[config.mk]
export PLATFORM = sky130hd
export DESIGN_NAME = seq_detect_ctrl_flat
export DESIGN_NICKNAME = d
export VERILOG_FILES = /design/src/rtl/seq_detect_ctrl_if.sv /design/src/rtl/seq_detect_ctrl.sv /design/src/flat_wrapper.sv
export SDC_FILE = /design/constraint.sdc
export NUM_CORES = 1
export LEC_CHECK = 0
export CORE_UTILIZATION = 35
export CTS_BUF_LIST = sky130_fd_sc_hd__clkbuf_16
export CTS_CLUSTER_SIZE = 16
export DETAILED_ROUTE_END_ITERATION = 6
export PLACE_DENSITY = 0.66
export SYNTH_ARGS = -nofsm -noshare
export SYNTH_HDL_FRONTEND = slang
export SYNTH_SLANG_ARGS = --single-unit
export TNS_END_PERCENT = 20
[constraint.sdc]
create_clock -name clk_i -period 6.5 [get_ports clk_i]
set_input_delay 1.3 -clock clk_i [delete_from_list [all_inputs] [get_ports clk_i]]
set_output_delay 1.3 -clock clk_i [all_outputs]
set_load 0.01 [all_outputs]
[src/rtl/seq_detect_ctrl_if.sv]
// rtl/seq_detect_ctrl_if.sv - config, run-control and serial-lane bundle for seq_detect_ctrl
// The master drives config, strobes and bits; the slave (the detector) returns status.
interface seq_detect_ctrl_if #(
  parameter int MAX_LEN = 8,
  parameter int LEN_W   = 4,
  parameter int CNT_W   = 8
);
  logic               cfg_valid;
  logic               cfg_ready;
  logic [MAX_LEN-1:0] cfg_pattern;
  logic [LEN_W-1:0]   cfg_len;
  logic [CNT_W-1:0]   cfg_threshold;
  logic               start;
  logic               stop;
  logic               bit_valid;
  logic               bit_in;
  logic               match;
  logic [CNT_W-1:0]   match_count;
  logic               busy;
  logic               done;
  logic               err_cfg;

  modport master (
    output cfg_valid, cfg_pattern, cfg_len, cfg_threshold,
    output start, stop, bit_valid, bit_in,
    input  cfg_ready, match, match_count, busy, done, err_cfg
  );

  modport slave (
    input  cfg_valid, cfg_pattern, cfg_len, cfg_threshold,
    input  start, stop, bit_valid, bit_in,
    output cfg_ready, match, match_count, busy, done, err_cfg
  );
endinterface

[src/rtl/seq_detect_ctrl.sv]
// rtl/seq_detect_ctrl.sv - run-time configurable overlapping serial pattern detector
// All outputs come from registers or decoded state; no input reaches an output combinationally.
module seq_detect_ctrl #(
  parameter int MAX_LEN = 8,
  parameter int LEN_W   = 4,
  parameter int CNT_W   = 8
) (
  input logic             clk_i,
  input logic             reset_i,
  seq_detect_ctrl_if.slave bus
);

  typedef enum logic [1:0] {
    ST_IDLE  = 2'd0,
    ST_ARMED = 2'd1,
    ST_RUN   = 2'd2,
    ST_DONE  = 2'd3
  } state_e;

  state_e             state_q, state_d;
  logic [MAX_LEN-1:0] pattern_q, pattern_d;
  logic [LEN_W-1:0]   len_q, len_d;
  logic [CNT_W-1:0]   thr_q, thr_d;
  logic [MAX_LEN-1:0] hist_q, hist_d;
  logic [LEN_W-1:0]   fill_q, fill_d;
  logic [CNT_W-1:0]   count_q, count_d;
  logic               match_q, match_d;
  logic               err_q, err_d;

  logic               cfg_legal;
  logic [MAX_LEN-1:0] hist_new;
  logic [LEN_W-1:0]   fill_new;
  logic [MAX_LEN-1:0] len_mask;
  logic               hit;
  logic [CNT_W-1:0]   count_inc;

  assign cfg_legal = (bus.cfg_len != '0) &&
                     (bus.cfg_len <= LEN_W'(MAX_LEN)) &&
                     (bus.cfg_threshold != '0);

  // Candidate history/fill if the current bit were accepted; fill saturates at MAX_LEN.
  assign hist_new  = {hist_q[MAX_LEN-2:0], bus.bit_in};
  assign fill_new  = (fill_q == LEN_W'(MAX_LEN)) ? fill_q : fill_q + LEN_W'(1);
  assign count_inc = count_q + CNT_W'(1);

  always_comb begin
    len_mask = '0;
    for (int i = 0; i < MAX_LEN; i++) begin
      len_mask[i] = (i < int'(len_q));
    end
  end

  assign hit = (((hist_new ^ pattern_q) & len_mask) == '0) && (fill_new >= len_q);

  always_ff @(posedge clk_i) begin
    if (reset_i) begin
      state_q   <= ST_IDLE;
      pattern_q <= '0;
      len_q     <= '0;
      thr_q     <= '0;
      hist_q    <= '0;
      fill_q    <= '0;
      count_q   <= '0;
      match_q   <= 1'b0;
      err_q     <= 1'b0;
    end else begin
      state_q   <= state_d;
      pattern_q <= pattern_d;
      len_q     <= len_d;
      thr_q     <= thr_d;
      hist_q    <= hist_d;
      fill_q    <= fill_d;
      count_q   <= count_d;
      match_q   <= match_d;
      err_q     <= err_d;
    end
  end

  always_comb begin
    state_d   = state_q;
    pattern_d = pattern_q;
    len_d     = len_q;
    thr_d     = thr_q;
    hist_d    = hist_q;
    fill_d    = fill_q;
    count_d   = count_q;
    match_d   = 1'b0;
    err_d     = 1'b0;

    unique case (state_q)
      ST_IDLE: begin
        if (bus.cfg_valid) begin
          if (cfg_legal) begin
            pattern_d = bus.cfg_pattern;
            len_d     = bus.cfg_len;
            thr_d     = bus.cfg_threshold;
            state_d   = ST_ARMED;
          end else begin
            err_d = 1'b1;
          end
        end
      end

      ST_ARMED: begin
        // A config offer, legal or not, takes precedence over a same-cycle start.
        if (bus.cfg_valid) begin
          if (cfg_legal) begin
            pattern_d = bus.cfg_pattern;
            len_d     = bus.cfg_len;
            thr_d     = bus.cfg_threshold;
          end else begin
            err_d = 1'b1;
          end
        end else if (bus.start) begin
          hist_d  = '0;
          fill_d  = '0;
          count_d = '0;
          state_d = ST_RUN;
        end
      end

      ST_RUN: begin
        if (bus.stop) begin
          state_d = ST_ARMED;
        end else if (bus.bit_valid) begin
          hist_d = hist_new;
          fill_d = fill_new;
          if (hit) begin
            match_d = 1'b1;
            count_d = count_inc;
            if (count_inc == thr_q) begin
              state_d = ST_DONE;
            end
          end
        end
      end

      ST_DONE: begin
        if (bus.cfg_valid) begin
          if (cfg_legal) begin
            pattern_d = bus.cfg_pattern;
            len_d     = bus.cfg_len;
            thr_d     = bus.cfg_threshold;
            state_d   = ST_ARMED;
          end else begin
            err_d = 1'b1;
          end
        end else if (bus.start) begin
          hist_d  = '0;
          fill_d  = '0;
          count_d = '0;
          state_d = ST_RUN;
        end
      end

      default: begin
        state_d = ST_IDLE;
      end
    endcase
  end

  assign bus.cfg_ready   = (state_q != ST_RUN);
  assign bus.busy        = (state_q == ST_RUN);
  assign bus.done        = (state_q == ST_DONE);
  assign bus.match       = match_q;
  assign bus.match_count = count_q;
  assign bus.err_cfg     = err_q;

endmodule
[src/flat_wrapper.sv]
// flat-port wrapper written by rule: the top's interface ports become plain ports
module seq_detect_ctrl_flat 
#(
  parameter int MAX_LEN = 8,
  parameter int LEN_W   = 4,
  parameter int CNT_W   = 8
)
  (clk_i, reset_i, bus_cfg_valid, bus_cfg_pattern, bus_cfg_len, bus_cfg_threshold, bus_start, bus_stop, bus_bit_valid, bus_bit_in, bus_cfg_ready, bus_match, bus_match_count, bus_busy, bus_done, bus_err_cfg);
  seq_detect_ctrl_if #(.MAX_LEN(MAX_LEN), .LEN_W(LEN_W), .CNT_W(CNT_W)) bus_i ();
  input logic clk_i;
  input logic reset_i;
  input wire logic [$bits(bus_i.cfg_valid)-1:0] bus_cfg_valid;
  input wire logic [$bits(bus_i.cfg_pattern)-1:0] bus_cfg_pattern;
  input wire logic [$bits(bus_i.cfg_len)-1:0] bus_cfg_len;
  input wire logic [$bits(bus_i.cfg_threshold)-1:0] bus_cfg_threshold;
  input wire logic [$bits(bus_i.start)-1:0] bus_start;
  input wire logic [$bits(bus_i.stop)-1:0] bus_stop;
  input wire logic [$bits(bus_i.bit_valid)-1:0] bus_bit_valid;
  input wire logic [$bits(bus_i.bit_in)-1:0] bus_bit_in;
  output wire logic [$bits(bus_i.cfg_ready)-1:0] bus_cfg_ready;
  output wire logic [$bits(bus_i.match)-1:0] bus_match;
  output wire logic [$bits(bus_i.match_count)-1:0] bus_match_count;
  output wire logic [$bits(bus_i.busy)-1:0] bus_busy;
  output wire logic [$bits(bus_i.done)-1:0] bus_done;
  output wire logic [$bits(bus_i.err_cfg)-1:0] bus_err_cfg;
  assign bus_i.cfg_valid = bus_cfg_valid;
  assign bus_i.cfg_pattern = bus_cfg_pattern;
  assign bus_i.cfg_len = bus_cfg_len;
  assign bus_i.cfg_threshold = bus_cfg_threshold;
  assign bus_i.start = bus_start;
  assign bus_i.stop = bus_stop;
  assign bus_i.bit_valid = bus_bit_valid;
  assign bus_i.bit_in = bus_bit_in;
  assign bus_cfg_ready = bus_i.cfg_ready;
  assign bus_match = bus_i.match;
  assign bus_match_count = bus_i.match_count;
  assign bus_busy = bus_i.busy;
  assign bus_done = bus_i.done;
  assign bus_err_cfg = bus_i.err_cfg;
  seq_detect_ctrl #(.MAX_LEN(MAX_LEN), .LEN_W(LEN_W), .CNT_W(CNT_W)) u_core (.clk_i(clk_i), .reset_i(reset_i), .bus(bus_i));
endmodule
==> impl_metrics.ini, run 1 <==
[die]
dieWidth_um = 83.59
start_util = 0.3648
die_h_um = 83.59
rows = 29
die_area_um2 = 6986
core_um2 = 6386
pin_count = 40

[timing]
period_needed_ns = 3.678
final_hold_viol_count = 0
setup-violations-final = 0
setup_slack_ns = 2.822
worst-slew-pin-transition_ns = 1.177
relSlewSlack = 0.2156
fmax_mhz = 271.9
grt_setup_unrepaired = false
fin_crit_sh = 0.5659
slew_viol_final = 0
finClkSkew_ns = 0.004997
setup-tns-final_ns = 0

[synth]
synthArstFlopShare = 0
yosys_warnings = 0
ys_types = 53
synth_fp_nets = 302
yosysSeqAreaShare = 0.3695
syn_inst = 268
syn_avg_cell_area_um2 = 8.693
synth-edff-count = 0
netlist_area_um2 = 2330
synth_ff_type = dfxtp_1
synth-seq-cells = 43

[global_routing]
grt.total_usage = 0.1578
antenna_found_initial = 0
grt_pass1_wl_um = 8921
grt_max_degree = 38
grt_remaining_overflow = 0
grt_pass1_vias = 1839

[critical_path]
worst_path_dominant_cell_family = simple AND/OR/NAND/NOR gates
required_ns = 6.66
endpoint_kind = flip-flop
slowest_delay_ns = 1.02
start_kind = primary input
worstPathMaxFanout = 23
r2r-end = u_core.bus.match_count[2]
arrival_ns = 3.84
path_class = in -> reg
cp-endpoint = u_core.pattern_q[5]
cp.depth = 6
startpoint = bus_cfg_len[0]
crit_chain = clkdlybuf4s50_1 -> o31a_1 -> a211oi_1 -> and3_1 -> mux2i_1 -> nor2_1
timing.rr.start = u_core.fill_q[0]
slowest_stage = and3_1
cp_num_buf_inv = 1
reg2reg_slack_ns = 3.52
r2r_cells = 12

[clock_network]
cts_buffer_depth = 2
cts.sinks = 43
numCtsBuffers = 5
clk_latency_ns = 0.28
cts_tree = done
htreeDepth = 2
cts-root-buf = clkbuf_16
cts.repair.resized = 0
postCtsSetupBuffers = 0
holdBufCountCts = 0
clk_pin_slew_ns = 0.06

[place]
post-dp-hpwl_um = 3791
portBuffers = 39
pre_cts_ws_ns = 2.480
routabilityCongestion = 0.8204

[layout]
diodes = 0
layout-drive-gt1-share = 0.05980
syn_to_final_growth_pct = 24.87
final_nets = 334

[outcome]
status = completed

[power]
powerDensity_nw_per_um2 = 226.9
vdd_drop_max_mv = 0.1131
power.leakage_nw = 1.040

[detailed_routing]
wl_per_cell_um = 13.83
viasPerCell = 5.251
wl_um = 5227
num_vias = 1985
postRouteAntennaNets = 0
firstDrtPassIters = 4
drtIter0Drc = 102
drcViolationCount = 0

[min_path]
hold_class = reg -> reg

[flow_run]
maxCapViolCount = 0
-- logic make-up after synthesis --
group,Yosys count,share of synthesized area
DFF,43,0.3695
xor gates and xnor gates,17,0.06391
AOI/OAI and AO/OA,63,0.1928
adders and majority gates,7,0.03759
muxes,19,0.08163
and+or+nand+nor,87,0.1912
buffers and inverters,32,0.06337
-- how the worst min path moves through the flow --
stage | start | to | slack [ns] | depth (start not counted)
3_3_place_gp | u_core.pattern_q[6] | u_core.pattern_q[6] | 0.50 | 2
3_5_place_dp | u_core.bus.match_count[1] | u_core.bus.match_count[1] | 0.50 | 2
4_1_cts | u_core.bus.match_count[1] | u_core.bus.match_count[1] | 0.51 | 2
2_1_floorplan | u_core.pattern_q[5] | u_core.pattern_q[5] | 0.48 | 2
5_1_grt | u_core.bus.match_count[1] | u_core.bus.match_count[1] | 0.55 | 2
6_report | u_core.bus.match_count[1] | u_core.bus.match_count[1] | 0.51 | 2
-- metal layers --
layer | GRT usage | part of all wire
met1 | 0.2134 | 0.49
met5 | 0 | 0
met2 | 0.2491 | 0.47
met3 | 0.03462 | 0.036
met4 | 0.05085 | 0.0092
-- cells in the mapped netlist (all sizes together), types with 3 or more instances --
cell | count | area, um^2
ha | 7 | 87.58
o21a | 3 | 22.52
clkbuf | 5 | 18.77
nor2 | 45 | 168.9
nand2 | 5 | 18.77
xnor2 | 14 | 122.6
mux2i | 19 | 190.2
o22ai | 5 | 31.28
or3 | 3 | 18.77
nor4 | 6 | 43.79
and2 | 3 | 18.77
nand2b | 8 | 50.05
a22oi | 11 | 82.58
and3 | 3 | 23.77
buf | 10 | 65.06
xor2 | 3 | 26.28
nand3 | 6 | 40.04
o21ai | 10 | 50.05
nand4 | 3 | 18.77
a31oi | 5 | 31.28
dfxtp | 43 | 860.8
inv | 17 | 63.81
a21oi | 8 | 40.04
-- placed cells by master, fill, tap and decap left out, types with 2 or more instances in the layout --
master / Yosys / final
xnor2_1: 14 / 14
nor2_1: 45 / 45
o21ai_1: 4 / 4
nand2b_1: 8 / 8
a2bb2oi_1: 2 / 2
or3_1: 3 / 3
o21ai_0: 6 / 6
nand3_1: 4 / 4
nand4_1: 3 / 3
a21oi_1: 8 / 8
o22ai_1: 5 / 5
a21o_1: 2 / 2
o32ai_1: 2 / 2
inv_2: 2 / 2
nor4_1: 5 / 5
nand3_2: 2 / 2
nand2_1: 5 / 5
and3_1: 2 / 2
dfxtp_1: 43 / 43
a22oi_1: 11 / 11
a211oi_1: 2 / 2
o21a_1: 3 / 3
inv_1: 15 / 15
clkbuf_16: 0 / 5
ha_1: 7 / 7
and2_1: 3 / 3
xor2_1: 3 / 3
mux2i_1: 19 / 19
a31oi_1: 5 / 5
clkdlybuf4s50_1: 0 / 39
-- sequential cells by signal, summed over array words and instances (netlist names) --
name,count
u_core.bus.match_count,8
u_core.pattern_q,8
u_core.thr_q,8
u_core.hist_q,7
u_core.fill_q,4
u_core.len_q,4
u_core.state_q,2
u_core.bus.err_cfg,1
u_core.bus.match,1
-- metrics by stage --
stage / area, um^2 / instances / utilization / hold slack [ns] / power, mW
after detailed placement: 2740 / 370 / 0.4291 / 0.5048 / 0.3817
after floorplan: 2330 / 268 / - / 0.4804 / 0.3478
final: 2909 / 378 / 0.4555 / 0.5140 / 0.6600
after global placement: 2740 / 370 / 0.4291 / 0.4965 / 0.3802
after CTS: 2909 / 378 / 0.4555 / 0.5147 / 0.6684
after global routing: 2909 / 378 / 0.4555 / 0.5506 / 0.6880
-- power by group --
group          internal (mW)  switching, mW
clock                  0.181          0.103
combinational         0.0469         0.0430
sequential             0.274         0.0120
-- worst register-to-register path: cells and delay by family (launching register included) --
family          cells  cell delay [ns]
compound gates      3             0.63
xor+xnor            1             0.17
fa+ha+maj           2             0.47
buf+inv             2             0.16
flops               1             0.38
simple gates        4             1.11
-- area by class of cell --
| type | count | area [um^2] |
|---|---|---|
| Tap cell | 77 | 96.34 |
| Multi-Input combinational cell | 193 | 1321 |
| Clock inverter | 3 | 43.79 |
| Sequential cell | 43 | 860.8 |
| Clock buffer | 5 | 125.1 |
| Fill cell | 652 | 3477 |
| Timing Repair Buffer | 40 | 397.9 |
| Inverter | 17 | 63.81 |
Note: power is estimated with default switching activity, not from simulation.
==> run 2, diff against run 1 <==
Settings changed: PLACE_DENSITY 0.66 to 0.68.
Clock period 6.5 ns to 3.1 ns, I/O delays scaled along.
==> impl_metrics.ini, run 2 (synthesis gave the netlist of run 1 again) <==
[power]
combPwrFrac = 0.140
p_int_mw = 1.057
vdd_drop_max_mv = 0.3254
p_sw_mw = 0.3407
p_clk_frac = 0.433
swShare = 0.2438
powerDensity_nw_per_um2 = 473.3
seq_power_share = 0.428
power.leakage_nw = 1.064

[clock_network]
clk_pin_slew_ns = 0.06
cts.sinks = 43
htreeDepth = 2
numCtsBuffers = 5
cts_tree = done
holdBufCountCts = 0
clk_latency_ns = 0.29
cts_buffer_depth = 2
cts-root-buf = clkbuf_16

[critical_path]
timing.rr.start = u_core.fill_q[0]
startpoint = u_core.fill_q[0]
endpoint_kind = flip-flop
r2r_cells = 12
required_ns = 3.31
arrival_ns = 2.96
reg2reg_slack_ns = 0.36
cp-endpoint = u_core.bus.match_count[3]
path_class = reg -> reg
worstPathMaxFanout = 8
r2r-end = u_core.bus.match_count[3]
start_kind = flip-flop

[global_routing]
grt_pass1_vias = 1881
grt_max_degree = 37
antenna_found_initial = 0
grt_pass1_wl_um = 9045
grt_remaining_overflow = 0
grt.total_usage = 0.1615

[die]
start_util = 0.3648
rows = 29
core_um2 = 6386
die_area_um2 = 6986
dieWidth_um = 83.59
die_h_um = 83.59
pin_count = 40

[place]
pre_cts_ws_ns = 0.2663
routabilityCongestion = 0.8368
placedCellCount = 374
post-dp-hpwl_um = 3770
portBuffers = 39

[layout]
multiInputGateArea_um2 = 1323
layout_common_cells = nor2_1 (45), dfxtp_1 (43), clkdlybuf4s50_1 (39)
final_common_cell = nor2_1
layout-drive-gt1-share = 0.07213
fill_cells = 613
syn_to_final_growth_pct = 26.75
diodes = 0
seqCellArea_um2 = 860.8
final_nets = 338
utilization = 0.4624
final_cells = 382

[detailed_routing]
firstDrtPassIters = 4
route.met3.wl_um = 191
dr_wl_met2_um = 2393
wl_per_cell_um = 13.47
drtIter0Drc = 121
viasPerCell = 5.191
dr.max_layer_used = met4
postRouteAntennaNets = 0
num_vias = 1983
drcViolationCount = 0
wl_met1_um = 2472
wl_um = 5144

[timing]
relSlewSlack = 0.4704
finClkSkew_ns = 0.005065
setup-tns-final_ns = 0
grt_setup_unrepaired = false
period_needed_ns = 2.742
setup-violations-final = 0
setup_slack_ns = 0.3578
worst-slew-pin-transition_ns = 0.7915
fin_crit_sh = 0.8846
slew_viol_final = 0
fmax_mhz = 364.7
final_hold_viol_count = 0

[flow_run]
maxCapViolCount = 0

[outcome]
status = completed

[min_path]
hold_class = reg -> reg
==> run 2: cell count changes in the layout (fill, tap and decap cells not counted) <==
cell       delta
a2111oi_1     +1
buf_12        +1
buf_4         +3
a2111oi_0     -1
==> run 2: stage by stage <==
step / area, um^2 / power (mW) / hold WS (ns)
after floorplan: 2330 / 0.7293 / 0.4804
after global placement: 2783 / 0.8021 / 0.5002
after detailed placement: 2783 / 0.8055 / 0.5100
after CTS: 2952 / 1.418 / 0.5260
after global routing: 2953 / 1.457 / 0.5526
final: 2953 / 1.398 / 0.5184
==> run 2: worst max-delay path: stages (launching register included) <==
cell       delay [ns]
dfxtp_1          0.39
inv_1            0.09
ha_1             0.20
nand3b_1         0.11
xnor2_1          0.16
inv_1            0.07
ha_1             0.28
nand2b_1         0.14
a2111oi_1        0.48
nor4_2           0.14
a31oi_1          0.22
o21bai_2         0.18
o22ai_1          0.22
==> run 2: timing repair <==
item / in CTS / in global routing
gates resized for setup: 0 / 1
buffers inserted: 0 / 0
endpoints found under the setup margin: 0 / 6
==> run 2: how the worst min path moves through the flow <==
stage,startpoint,to,slack (ns),cells after the start
finish,u_core.pattern_q[6],u_core.pattern_q[6],0.52,2
global route,u_core.bus.match_count[1],u_core.bus.match_count[1],0.55,2
CTS,u_core.pattern_q[6],u_core.pattern_q[6],0.53,2
detailed placement,u_core.pattern_q[6],u_core.pattern_q[6],0.51,2
global placement,u_core.hist_q[6],u_core.hist_q[6],0.50,2
floorplan,u_core.pattern_q[5],u_core.pattern_q[5],0.48,2
==> run 2: cell type report <==
class / instances / area share
flip-flops and latches: 43 / 0.2915
inverters: 17 / 0.02161
clock buffers: 5 / 0.04237
multi-input cells: 193 / 0.4479
repair buffers: 44 / 0.1492
clock inverters: 3 / 0.01483
well taps: 77 / 0.03263
==> run 2: power by group through the flow <==
stage	Clock, mW	Sequential [mW]	Combinational [mW]
final	0.605	0.598	0.195
after global routing	0.637	0.602	0.218
after CTS	0.623	0.598	0.197
after detailed placement	0	0.610	0.195
after global placement	0	0.610	0.192
after floorplan	0	0.604	0.125
==> run 2: routing by layer <==
layer	global-route usage	vias to the layer above
met2	0.2565	36
met1	0.2135	920
met5	0	-
met3	0.04154	7
li1	-	1020
met4	0.05239	0
==> run 3, diff against run 2 <==
Settings changed: CTS_CLUSTER_SIZE 16 to 8, SKIP_CTS_REPAIR_TIMING set to 1.
==> results of run 3 <==
Same layout as run 2: the final DEF is identical, and so are final timing and power.
